$ cat src/rtl/bram_tx_reader_pkg.sv
// Shared types and sizing helpers for the transmit BRAM reader.
// Byte order is selected by BRAM_TX_MSB_FIRST_EN (see word_byte_serializer).
package bram_tx_pkg;

    typedef enum logic [2:0] {
        IDLE,
        FETCH,
        LATCH,
        SEND,
        DONE
    } state_t;

    function automatic int bytes_per(input int width_data);
        return width_data / 8;
    endfunction

    // Index width never drops below 1 so single-byte words still elaborate.
    function automatic int idx_w(input int width_data);
        return (width_data <= 16) ? 1 : $clog2(width_data / 8);
    endfunction

    localparam int BYTES_PER_WORD = bytes_per(256);
    localparam int BYTE_IDX_W     = idx_w(256);

endpackage

$ cat src/rtl/bram_tx_reader_if.sv
// Control, BRAM read port and UART TX byte stream bundle of the reader.
// master = reader side, slave = surrounding system (BRAM, UART, controller).
interface bram_tx_if #(
    parameter int WIDTH_DATA = 256,
    parameter int WIDTH_ADDR = 10
);
    logic                  i_start;
    logic [WIDTH_ADDR-1:0] i_base_addr;
    logic [WIDTH_ADDR:0]   i_num_words;
    logic                  o_rd_en;
    logic [WIDTH_ADDR-1:0] o_raddr;
    logic [WIDTH_DATA-1:0] i_rdata;
    logic [7:0]            o_tx_data;
    logic                  o_tx_valid;
    logic                  i_tx_ready;
    logic                  o_busy;
    logic                  o_done;

    modport master (
        input  i_start, i_base_addr, i_num_words, i_rdata, i_tx_ready,
        output o_rd_en, o_raddr, o_tx_data, o_tx_valid, o_busy, o_done
    );

    modport slave (
        output i_start, i_base_addr, i_num_words, i_rdata, i_tx_ready,
        input  o_rd_en, o_raddr, o_tx_data, o_tx_valid, o_busy, o_done
    );
endinterface

$ cat src/rtl/word_byte_serializer.sv
// Load-and-shift register that presents one byte of a BRAM word at a time.
// BRAM_TX_MSB_FIRST_EN defined: MSB byte first; otherwise LSB byte first.
module word_byte_serializer #(
    parameter int WIDTH_DATA = 256
) (
    input  logic                  clk,
    input  logic                  rst_n,
    input  logic                  load,
    input  logic                  shift,
    input  logic [WIDTH_DATA-1:0] word,
    output logic [7:0]            data_out
);

    logic [WIDTH_DATA-1:0] sreg;

    always_ff @(posedge clk or negedge rst_n) begin
        if (!rst_n) begin
            sreg <= '0;
        end else if (load) begin
            sreg <= word;
        end else if (shift) begin
`ifdef BRAM_TX_MSB_FIRST_EN
            sreg <= {sreg[WIDTH_DATA-9:0], 8'h00};
`else
            sreg <= {8'h00, sreg[WIDTH_DATA-1:8]};
`endif
        end
    end

`ifdef BRAM_TX_MSB_FIRST_EN
    assign data_out = sreg[WIDTH_DATA-1 -: 8];
`else
    assign data_out = sreg[7:0];
`endif

endmodule

$ cat src/rtl/bram_tx_reader.sv
// Fetches a run of BRAM words and streams their bytes to the UART TX.
// Byte order within a word follows BRAM_TX_MSB_FIRST_EN.
module bram_tx_reader
    import bram_tx_pkg::*;
#(
    parameter int WIDTH_DATA = 256,
    parameter int WIDTH_ADDR = 10
) (
    input  logic    i_clk,
    input  logic    i_rst_n,
    bram_tx_if.master bus
);

    localparam int NBYTES = bytes_per(WIDTH_DATA);
    localparam int IDX_W  = idx_w(WIDTH_DATA);
    localparam logic [IDX_W-1:0] LAST_IDX = IDX_W'(NBYTES - 1);

    state_t                state;
    state_t                state_nxt;
    logic [WIDTH_ADDR-1:0] addr;
    logic [WIDTH_ADDR-1:0] addr_nxt;
    logic [WIDTH_ADDR:0]   words;
    logic [WIDTH_ADDR:0]   words_nxt;
    logic [IDX_W-1:0]      idx;
    logic [IDX_W-1:0]      idx_nxt;
    logic                  load;
    logic                  shift;
    logic                  hs;

    assign hs = bus.o_tx_valid && bus.i_tx_ready;

    always_ff @(posedge i_clk or negedge i_rst_n) begin
        if (!i_rst_n) begin
            state <= IDLE;
            addr  <= '0;
            words <= '0;
            idx   <= '0;
        end else begin
            state <= state_nxt;
            addr  <= addr_nxt;
            words <= words_nxt;
            idx   <= idx_nxt;
        end
    end

    always_comb begin
        state_nxt = state;
        addr_nxt  = addr;
        words_nxt = words;
        idx_nxt   = idx;
        load      = 1'b0;
        shift     = 1'b0;
        unique case (state)
            IDLE: begin
                if (bus.i_start) begin
                    addr_nxt  = bus.i_base_addr;
                    words_nxt = bus.i_num_words;
                    state_nxt = (bus.i_num_words == '0) ? DONE : FETCH;
                end
            end
            FETCH: state_nxt = LATCH;
            LATCH: begin
                load      = 1'b1;
                idx_nxt   = '0;
                state_nxt = SEND;
            end
            SEND: begin
                if (hs) begin
                    if (idx == LAST_IDX) begin
                        // Address wraps naturally at the top of the BRAM.
                        words_nxt = words - 1'b1;
                        addr_nxt  = addr + 1'b1;
                        state_nxt = (words != 1) ? FETCH : DONE;
                    end else begin
                        idx_nxt = idx + 1'b1;
                        shift   = 1'b1;
                    end
                end
            end
            DONE:    state_nxt = IDLE;
            default: state_nxt = IDLE;
        endcase
    end

    // Outputs are registered from the next state so they align with it.
    always_ff @(posedge i_clk or negedge i_rst_n) begin
        if (!i_rst_n) begin
            bus.o_rd_en    <= 1'b0;
            bus.o_raddr    <= '0;
            bus.o_tx_valid <= 1'b0;
            bus.o_busy     <= 1'b0;
            bus.o_done     <= 1'b0;
        end else begin
            bus.o_rd_en    <= (state_nxt == FETCH);
            bus.o_tx_valid <= (state_nxt == SEND);
            bus.o_busy     <= (state_nxt != IDLE);
            bus.o_done     <= (state_nxt == DONE);
            if (state_nxt == FETCH) begin
                bus.o_raddr <= addr_nxt;
            end
        end
    end

    word_byte_serializer #(
        .WIDTH_DATA(WIDTH_DATA)
    ) u_ser (
        .clk     (i_clk),
        .rst_n   (i_rst_n),
        .load    (load),
        .shift   (shift),
        .word    (bus.i_rdata),
        .data_out(bus.o_tx_data)
    );

endmodule

$ cat src/flat_wrapper.sv
// flat-port wrapper written by rule: the top's interface ports become plain ports
module bram_tx_reader_flat import bram_tx_pkg::*;
#(
    parameter int WIDTH_DATA = 256,
    parameter int WIDTH_ADDR = 10
)
  (i_clk, i_rst_n, bus_i_start, bus_i_base_addr, bus_i_num_words, bus_i_rdata, bus_i_tx_ready, bus_o_rd_en, bus_o_raddr, bus_o_tx_data, bus_o_tx_valid, bus_o_busy, bus_o_done);
  bram_tx_if #(.WIDTH_DATA(WIDTH_DATA), .WIDTH_ADDR(WIDTH_ADDR)) bus_i ();
  input  logic i_clk;
  input  logic i_rst_n;
  input wire logic [$bits(bus_i.i_start)-1:0] bus_i_start;
  input wire logic [$bits(bus_i.i_base_addr)-1:0] bus_i_base_addr;
  input wire logic [$bits(bus_i.i_num_words)-1:0] bus_i_num_words;
  input wire logic [$bits(bus_i.i_rdata)-1:0] bus_i_rdata;
  input wire logic [$bits(bus_i.i_tx_ready)-1:0] bus_i_tx_ready;
  output wire logic [$bits(bus_i.o_rd_en)-1:0] bus_o_rd_en;
  output wire logic [$bits(bus_i.o_raddr)-1:0] bus_o_raddr;
  output wire logic [$bits(bus_i.o_tx_data)-1:0] bus_o_tx_data;
  output wire logic [$bits(bus_i.o_tx_valid)-1:0] bus_o_tx_valid;
  output wire logic [$bits(bus_i.o_busy)-1:0] bus_o_busy;
  output wire logic [$bits(bus_i.o_done)-1:0] bus_o_done;
  assign bus_i.i_start = bus_i_start;
  assign bus_i.i_base_addr = bus_i_base_addr;
  assign bus_i.i_num_words = bus_i_num_words;
  assign bus_i.i_rdata = bus_i_rdata;
  assign bus_i.i_tx_ready = bus_i_tx_ready;
  assign bus_o_rd_en = bus_i.o_rd_en;
  assign bus_o_raddr = bus_i.o_raddr;
  assign bus_o_tx_data = bus_i.o_tx_data;
  assign bus_o_tx_valid = bus_i.o_tx_valid;
  assign bus_o_busy = bus_i.o_busy;
  assign bus_o_done = bus_i.o_done;
  bram_tx_reader #(.WIDTH_DATA(WIDTH_DATA), .WIDTH_ADDR(WIDTH_ADDR)) u_core (.i_clk(i_clk), .i_rst_n(i_rst_n), .bus(bus_i));
endmodule
$ cat config.mk
export PLATFORM = sky130hd
export DESIGN_NAME = bram_tx_reader_flat
export DESIGN_NICKNAME = d
export VERILOG_FILES = /design/src/rtl/bram_tx_reader_pkg.sv /design/src/rtl/bram_tx_reader_if.sv /design/src/rtl/word_byte_serializer.sv /design/src/rtl/bram_tx_reader.sv /design/src/flat_wrapper.sv
export SDC_FILE = /design/constraint.sdc
export NUM_CORES = 1
export LEC_CHECK = 0
export CAP_MARGIN = 30
export CELL_PAD_IN_SITES_DETAIL_PLACEMENT = 1
export CELL_PAD_IN_SITES_GLOBAL_PLACEMENT = 1
export CORE_MARGIN = 2
export CORE_UTILIZATION = 38
export CTS_BUF_LIST = sky130_fd_sc_hd__clkbuf_16
export DETAILED_ROUTE_END_ITERATION = 7
export GPL_TIMING_DRIVEN = 0
export PLACE_DENSITY_LB_ADDON = 0.1
export SYNTH_ARGS = -nofsm -noshare
export SYNTH_HDL_FRONTEND = slang
export SYNTH_SLANG_ARGS = --single-unit
$ cat constraint.sdc
create_clock -name i_clk -period 2.5 [get_ports i_clk]
set_input_delay 0.25 -clock i_clk [delete_from_list [all_inputs] [get_ports i_clk]]
set_output_delay 0.25 -clock i_clk [all_outputs]
set_load 0.005 [all_outputs]
# Yosys cells after proc, flatten, opt, wreduce, memory -nomap -nowiden

Index checks and enable logic that the tools add are counted.

$add $sub $neg: 3
Equal/unequal tests: 12
Magnitude comparators: 0
Reduce and logical (&&, ||, !) cells: 9
Multipliers: 0
Bitwise gates (word level): 0
Divide/modulo/power cells: 0
Mux-type cells: 23
Shifts and indexed selects: 0

Operators by type and width:

| operator                                               | number |
|---|---|
| 2-to-1 mux 256 bit                                     | 2 |
| 2-to-1 mux 11 bit                                      | 3 |
| 2-to-1 mux 10 bit                                      | 3 |
| case mux 11 bit (2 select lines)                       | 1 |
| case mux 10 bit (2 select lines)                       | 1 |
| 2-to-1 mux 3 bit                                       | 5 |
| case mux 3 bit (4 select lines)                        | 1 |
| zero test 11 bit                                       | 1 |
| inequality test 11 x 1 -> 1 bit, second input constant | 1 |
| subtractor 11 x 1 -> 11 bit, second input constant     | 1 |
| adder 10 x 1 -> 10 bit, second input constant          | 1 |
| 2-to-1 mux 5 bit                                       | 2 |
| case mux 5 bit (2 select lines)                        | 1 |
| equality test 3 x 2 -> 1 bit, second input constant    | 3 |
| equality test 3 x 1 -> 1 bit, second input constant    | 2 |
| nonzero test 2 bit                                     | 3 |
| adder 5 x 1 -> 5 bit, second input constant            | 1 |
| equality test 5 bit, second input constant             | 1 |
| 2-to-1 mux 1 bit                                       | 4 |
| inequality test 2 x 1 -> 1 bit, second input constant  | 2 |
| inequality test 2 bit, second input constant           | 2 |
| AND reduction 4 bit                                    | 1 |
| equality test 3 bit, second input constant             | 1 |
| zero test 3 bit                                        | 1 |
| other kinds (3)                                        | 3 |

Memories kept: 0
Output and inout port bits: 22
ROM bits: 0
RAM bits: 0
Register bits: 299
Latch bits: 0

# Longest topological paths before layout

Gate-level depths: netlist of the first run.

Depth after elaboration: 6
Depth in mapped cells: 10
Mapped depth without buffers: 9

# Hierarchy

Synthesis of the first run repeated with hierarchy kept, for this count alone.

Cell total of the unflattened synthesis: 1368
Area, all modules: 14432.6 µm²

Modules (own cells, without submodules):

| module               | area an instance (µm²) | times used | cells each |
|---|---|---|---|
| word_byte_serializer | 11955.2                | 1          | 1118 |
| bram_tx_reader       | 2477.4                 | 1          | 250 |

# Worst setup path after synthesis of the first run

Ideal clock, no wire load.

Kind: register to register
From: register u_core.idx[0]
To: register u_core.bus.o_raddr[0]
Data required time: 2.375 ns
Setup slack: 0.292 ns
Stages on the path, launching flop included: 11
Arrival time: 2.083 ns
Buffers on the path: 1
Period minus slack after synthesis: 2.208 ns
Library setup time: 0.125 ns
Path through: dfrtp_1 -> ha_1 -> and3_1 -> ha_1 -> nand3_1 -> nor2_1 -> or3_1 -> inv_1 -> nor2_2 -> buf_6 -> mux2_4

Longest elaborated chain between the ends: 5
Elaborated cells on any way between the ends: 8
Those cells by class: eq/ne (2); mux (6)

Ends and longest elaborated chain:

| element                         | line                    | RTL |
|---|---|---|
| start: declaration              | bram_tx_reader.sv:24    | `logic [IDX_W-1:0] idx;` |
| start signal: assignment        | bram_tx_reader.sv:42    | `idx <= idx_nxt;` |
| equality test 5 bit             | bram_tx_reader.sv:69    | `if (idx == LAST_IDX) begin` |
| 2-to-1 mux 3 bit                | bram_tx_reader.sv:69    |  |
| 2-to-1 mux 3 bit                | bram_tx_reader.sv:68    | `if (hs) begin` |
| case mux 3 bit (4 select lines) | bram_tx_reader.sv:53    | `unique case (state)` |
| named net u_core.state_nxt[1]   | bram_tx_reader.sv:19    | `state_t state_nxt;` |
| equality test 3 x 1 -> 1 bit    | bram_tx_reader.sv:98    | `if (state_nxt == FETCH) begin` |
| end signal: assignment          | bram_tx_reader.sv:99    | `bus.o_raddr <= addr_nxt;` |
| end: declaration                | bram_tx_reader_if.sv:21 | `output o_rd_en, o_raddr, o_tx_data, o_tx_valid, o_busy, o_done` |

The timed path passes the listed nets, and every way through them passes these cells.
A chain may end at the register's enable or synchronous reset.

# Worst setup path in the final report of the first run

From: register u_core.idx[0]
To: register u_core.bus.o_raddr[8]

The elaborated chain is that of the path after synthesis.

==> flow_summary.json, run 1 <==
{
  "status": "finished, violations left",
  "violations": "design-rule violations",
  "dr.pass1.iters": 8,
  "cts_tree": "built",
  "power_density_nw_per_um2": 923,
  "viasPerCell": 5.27,
  "worstPathBufferInverterCount": 2,
  "cts-root-buf": "clkbuf_16",
  "crit_type": "flop to flop",
  "critPathRequiredTime_ps": 2900,
  "cts.clk_slew.worst_paths_ps": 60,
  "die_h_um": 194,
  "start_kind": "flop",
  "synthTopCellsByArea": "dfrtp_1 54%, nand2_1 14%, a31oi_1 11%",
  "pre_cts_ws_ps": -382,
  "portBuffers": 302,
  "tightest_slew_ps": 805,
  "relSlewSlack_pct": 46.4,
  "drtIter0Drc": 724,
  "fin_nets": 2248,
  "core.rowCount": 69,
  "met3_length_um": 2170,
  "layout_commonest_cell": "nand2_1",
  "highest_layer": "met5",
  "netlist-cell-type-count": 53,
  "synth_area_leader_cell": "dfrtp_1",
  "report.final.slew_viol_count": 0,
  "finalSetupTns_ps": 0,
  "synth_cells": 1617,
  "syn-num-nets": 1904,
  "wl_met2_um": 22800,
  "cts_sinks": 299,
  "die_w_um": 194,
  "dp_hpwl_um": 34700,
  "worst_path_max_delay_cell": "dfrtp_1",
  "power_mw": 17.3,
  "drive_gt1_share_pct": 8.75,
  "finalClockSkew_ps": 22.8,
  "met1Wirelength_um": 20900,
  "drv_cap": 0,
  "synth_seq_area_share_pct": 54.3,
  "fin_ws_ps": 88.6,
  "ir_worst_vdd_mv": 0.458,
  "ant_nets": 0,
  "timing.fmax_ghz": 0.415,
  "grt_max_degree": 115,
  "grt_pass1_vias": 13900,
  "synth-edff-count": 0,
  "fp.coreArea_um2": 35700,
  "grt_pass1_wl_um": 74300,
  "rsz0062_at_grt": "no",
  "clk_latency_ps": 530,
  "htree_levels": 2,
  "cp_cell_sequence": "ha_1 -> and3_1 -> ha_2 -> nand3_2 -> nor2_1 -> or3_4 -> inv_2 -> nor2_4 -> buf_2 -> mux2_4",
  "overflow": 0,
  "cpPeakStageDelay_ps": 410,
  "remaining_drc_errors": 32,
  "wirelength_um": 47200,
  "vias": 12900,
  "p_leak_nw": 8.05,
  "avgSynthCellArea_um2": 8.52,
  "design.die.area_um2": 37800,
  "placed_area_um2": 17400,
  "yosysWarningCount": 0,
  "finalCritPeriodShare_pct": 96.5,
  "synth_ff_type": "dfrtp_1",
  "critPathTopFamily": "simple AND/OR/NAND/NOR gates",
  "initial_utilization_pct": 38.6,
  "hold_class": "input pin to flop",
  "post-route-util_pct": 52.5,
  "synth_area_um2": 13800,
  "critPathArrivalTime_ps": 2810,
  "finalHoldViolCount": 0,
  "area_growth_syn_to_layout_pct": 35.9,
  "finalSetupViolations": 0,
  "min_period_ps": 2410,
  "synth_top_area_share_pct": 54.3,
  "wire_per_inst_um": 19.2,
  "cts_buffer_depth": 3,
  "fin_area_um2": 18700,
  "final_cell_mix": "518 x nand2_1, 301 x clkdlybuf4s50_1, 299 x dfrtp_1, 261 x nor2_1, 251 x a31oi_1",
  "track_usage_pct": 24.7,
  "endpoint_kind": "flop",
  "ys_seq_elements": 299,
  "cp_max_fo": 5,
  "cts_setup_buffers": 0,
  "synthArstFlopShare_pct": 100,
  "antenna_found_initial": 11,
  "num_io_pins": 303,
  "gp_congestion": 0.841,
  "cts_buffers": 36
}
[Yosys cell counts, types with 2 or more instances]
| cell | number |
|---|---|
| nand2_1 | 518 |
| o311ai_1 | 2 |
| a22o_1 | 8 |
| nor3_2 | 2 |
| inv_1 | 9 |
| a2bb2oi_1 | 2 |
| and4_1 | 2 |
| nor3b_1 | 3 |
| nor2_2 | 3 |
| nor2b_1 | 2 |
| buf_2 | 78 |
| or4_1 | 2 |
| nor4_1 | 5 |
| nand3b_1 | 2 |
| xnor2_1 | 2 |
| nand4_1 | 6 |
| o2bb2ai_1 | 2 |
| o211ai_1 | 4 |
| nor3_1 | 6 |
| buf_4 | 9 |
| ha_1 | 6 |
| mux2_4 | 9 |
| clkbuf_1 | 38 |
| nand3_1 | 13 |
| dfrtp_1 | 299 |
| buf_6 | 3 |
| a21oi_1 | 14 |
| or3_1 | 3 |
| and2_1 | 2 |
| nor2_1 | 261 |
| and3_1 | 3 |
| a31oi_1 | 251 |
| a22oi_1 | 6 |
| nand2b_1 | 4 |
| o32ai_1 | 2 |
| o21ai_0 | 18 |
| xor2_1 | 2 |
[metrics by stage]
stage	hold WS, ps	instances
6_report	284	2456
5_1_grt	292	2454
4_1_cts	269	2448
3_5_place_dp	341	2382
3_3_place_gp	493	2380
2_1_floorplan	-45.6	1617
[layout make-up]
type / count / area [um^2]
Antenna cell: 7 / 17.5
Multi-Input combinational cell: 1180 / 5650
Tap cell: 461 / 577
Fill cell: 4187 / 16900
Clock inverter: 28 / 155
Sequential cell: 299 / 7480
Inverter: 9 / 33.8
Buffer: 129 / 776
Clock buffer: 37 / 926
Timing Repair Buffer: 306 / 3100
[flip-flops by register name, summed over array words and instances (netlist names)]
signal and cells:
u_core.bus.o_raddr 10, u_core.idx 5, u_core.addr 10, u_core.bus.o_busy 1, u_core.bus.o_tx_valid 1, u_core.bus.o_done 1, u_core.u_ser.sreg 256, u_core.state 3
u_core.bus.o_rd_en 1, u_core.words 11
[final timing paths]
check	cells past startpoint	startpoint	to	slack (ps)
setup / recovery	10	u_core.idx[0]	u_core.bus.o_raddr[8]	90
hold / removal	3	bus_i_rdata[54]	u_core.u_ser.sreg[54]	280
setup reg to reg	10	u_core.idx[0]	u_core.bus.o_raddr[8]	90
hold reg to reg	1	u_core.u_ser.sreg[252]	u_core.u_ser.sreg[252]	500
max in group asynchronous	3	i_rst_n	u_core.words[10]	1120
min in group asynchronous	2	i_rst_n	u_core.u_ser.sreg[147]	350
[metal layers]
layer,vias up,GRT usage (%)
met5,-,0
met4,10,6.98
met3,86,4.34
met2,293,42.6
met1,6388,32.0
li1,6166,-
[report_power, final]
part,internal [mW],switching (mW),total (mW)
sequential,6.73,1.22,7.95
clock,2.79,2.09,4.87
combinational,2.16,2.29,4.44
[logic make-up after synthesis]
group	share of synthesized area [%]
flip-flops	54.3
XOR/XNOR	0.254
adder cells (fa/ha/maj)	0.545
buffers and inverters	4.88
AND/OR/NAND/NOR	24.2
multiplexers	1.06
AO/OA/AOI/OAI	14.7
[timing repair]
| action | 4_1_cts | 5_1_grt |
|---|---|---|
| hold endpoints to repair | 96 | 0 |
| hold buffers | 1 | 0 |
| resized for setup | 15 | 56 |
| setup endpoints to repair | 257 | 256 |
| pin swaps | 0 | 1 |
| gates cloned | 0 | 1 |
[worst min-delay path: cells and delay by family]
kind | cells | cell delay, ps
buffers and inverters | 1 | 390
AOI/OAI and AO/OA | 1 | 70
and+or+nand+nor | 1 | 60
Power figures use the tool's default switching activity.
==> run 2, diff against run 1 <==
Settings changed: CORE_UTILIZATION 38 to 41.
Clock period 2.5 ns to 2.9 ns, I/O delays scaled along.
==> run 2 against run 1 <==
Final area shrank 0.96%. Critical path depth stayed put. Utilization is 3.2 points higher. Wire length shrank 2.4%. Clock skew shrank 8.5 ps. The run now ends clean. Final cell count fell by 0.90%. Critical path type unchanged.
==> flow_summary.json, run 2 (synthesis gave the netlist of run 1 again) <==
{
  "drv_cap": 0,
  "finalCritPeriodShare_pct": 91.9,
  "wire_per_inst_um": 18.9,
  "ir_worst_vdd_mv": 0.466,
  "portBuffers": 302,
  "timing.fmax_ghz": 0.375,
  "cts-root-buf": "clkbuf_16",
  "largest-register": "u_core.u_ser.sreg",
  "largest_register_ff_count": 256,
  "vias": 13000,
  "clk_latency_ps": 510,
  "fin_nets": 2246,
  "drive_gt1_share_pct": 7.92,
  "relSlewSlack_pct": 51.7,
  "endpoint_kind": "flop",
  "reg2reg_slack_ps": 240,
  "overflow": 0,
  "grt_pass1_wl_um": 73800,
  "grt_pass1_vias": 14000,
  "dr.pass1.iters": 4,
  "fillers": 3960,
  "start_kind": "flop",
  "placed_area_um2": 17400,
  "worst_path_max_delay_cell": "dfrtp_1",
  "pre_cts_ws_ps": 120,
  "num_io_pins": 303,
  "p_leak_nw": 8.00,
  "tightest_slew_ps": 724,
  "hold_path_depth": 3,
  "cpPeakStageDelay_ps": 410,
  "gp_congestion": 0.818,
  "cp-startpoint": "u_core.idx[0]",
  "dpl.cell_count": 2369,
  "cts_tree": "built",
  "reg2reg_from": "u_core.idx[0]",
  "cts_setup_buffers": 0,
  "die_h_um": 187,
  "cp_cell_sequence": "ha_1 -> and3_1 -> ha_1 -> o21ai_0 -> and2_1 -> buf_2 -> buf_2 -> buf_2 -> nor2_1 -> a31oi_1",
  "crit_path_frequent_cell": "buf_2",
  "critPathRequiredTime_ps": 3300,
  "rsz0062_at_grt": "no",
  "cts_sinks": 299,
  "ant_nets": 0,
  "remaining_drc_errors": 0,
  "core.rowCount": 67,
  "r2r_end": "u_core.u_ser.sreg[180]",
  "finalSetupViolations": 0,
  "antenna_found_initial": 4,
  "viasPerCell": 5.33,
  "cts.clk_slew.worst_paths_ps": 60,
  "layout_commonest_cell": "nand2_1",
  "cp_max_fo": 10,
  "min_period_ps": 2660,
  "drtIter0Drc": 591,
  "finalHoldViolCount": 0,
  "critPathTopFamily": "buffers and inverters",
  "grt_max_degree": 119,
  "wirelength_um": 46100,
  "fp.coreArea_um2": 33300,
  "design.die.area_um2": 35100,
  "report.final.slew_viol_count": 0,
  "fin_ws_ps": 235,
  "final_cell_mix": "518 x nand2_1, 301 x clkdlybuf4s50_1, 299 x dfrtp_1, 261 x nor2_1, 251 x a31oi_1",
  "crit_path_end": "u_core.u_ser.sreg[180]",
  "status": "finished clean",
  "track_usage_pct": 26.4,
  "layout.cells.non_filler": 2434,
  "worstPathBufferInverterCount": 3,
  "power_density_nw_per_um2": 801,
  "reg.largest.list": "u_core.u_ser.sreg: 256 flops, u_core.words: 11 flops",
  "critPathArrivalTime_ps": 3070,
  "initial_utilization_pct": 41.4,
  "area_growth_syn_to_layout_pct": 34.6,
  "cp_num_cells": 10,
  "cts_buffers": 35,
  "fin_area_um2": 18500,
  "htree_levels": 2,
  "cts_buffer_depth": 3,
  "worstRegToRegCells": 10,
  "hold_class": "input pin to flop",
  "die_w_um": 187,
  "dp_hpwl_um": 34100,
  "finalClockSkew_ps": 14.4,
  "crit_type": "flop to flop"
}
## run 2: metrics by stage
step	TNS [ps]	total power, mW	utilization (%)	hold WS, ps
2_1_floorplan	0	8.88	-	-5.59
3_3_place_gp	-3519040	10.4	52.1	488
6_report	0	14.8	55.7	347
5_1_grt	0	15.8	55.7	343
3_5_place_dp	0	10.6	52.3	362
4_1_cts	0	15.0	55.7	330
## run 2: cell type report
cell class	instances	area [um^2]	area share (%)
inverters	9	33.8	0.182
well taps	448	561	3.02
repair buffers	305	3090	16.7
flip-flops and latches	299	7480	40.4
multi-input cells	1180	5620	30.3
diodes	3	7.51	0.0405
clock inverters	24	178	0.958
clock buffers	37	926	4.99
plain buffers	129	639	3.45
## run 2: report_power, final
group          switching [mW]  internal (mW)
Sequential               1.02           5.80
Combinational            1.94           1.81
Clock                    1.73           2.56
## run 2: routing by layer
layer	track usage, %	vias up	wire, um
li1	-	6173	-
met1	33.1	6380	19400
met2	46.0	320	23000
met3	4.43	89	2180
met4	9.46	2	1450
met5	0	-	11
## run 2: tightest hold or removal path: stages
cell	delay, ps
clkdlybuf4s50_1	400
nand2_1	60
a31oi_1	70
## run 2: what timing repair did
action,CTS,global route
hold endpoints to repair,87,0
gates resized for setup,0,2
hold buffers,1,0
setup endpoints to repair,0,5
## run 2: how the worst min path moves through the flow
stage | start | to | slack (ps)
final | bus_i_rdata[116] | u_core.u_ser.sreg[116] | 350
after global routing | bus_i_rdata[234] | u_core.u_ser.sreg[234] | 340
after CTS | bus_i_rdata[116] | u_core.u_ser.sreg[116] | 330
after detailed placement | i_rst_n | u_core.u_ser.sreg[26] | 360
after global placement | u_core.u_ser.sreg[255] | u_core.u_ser.sreg[255] | 490
after floorplan | i_rst_n | u_core.addr[0] | -6
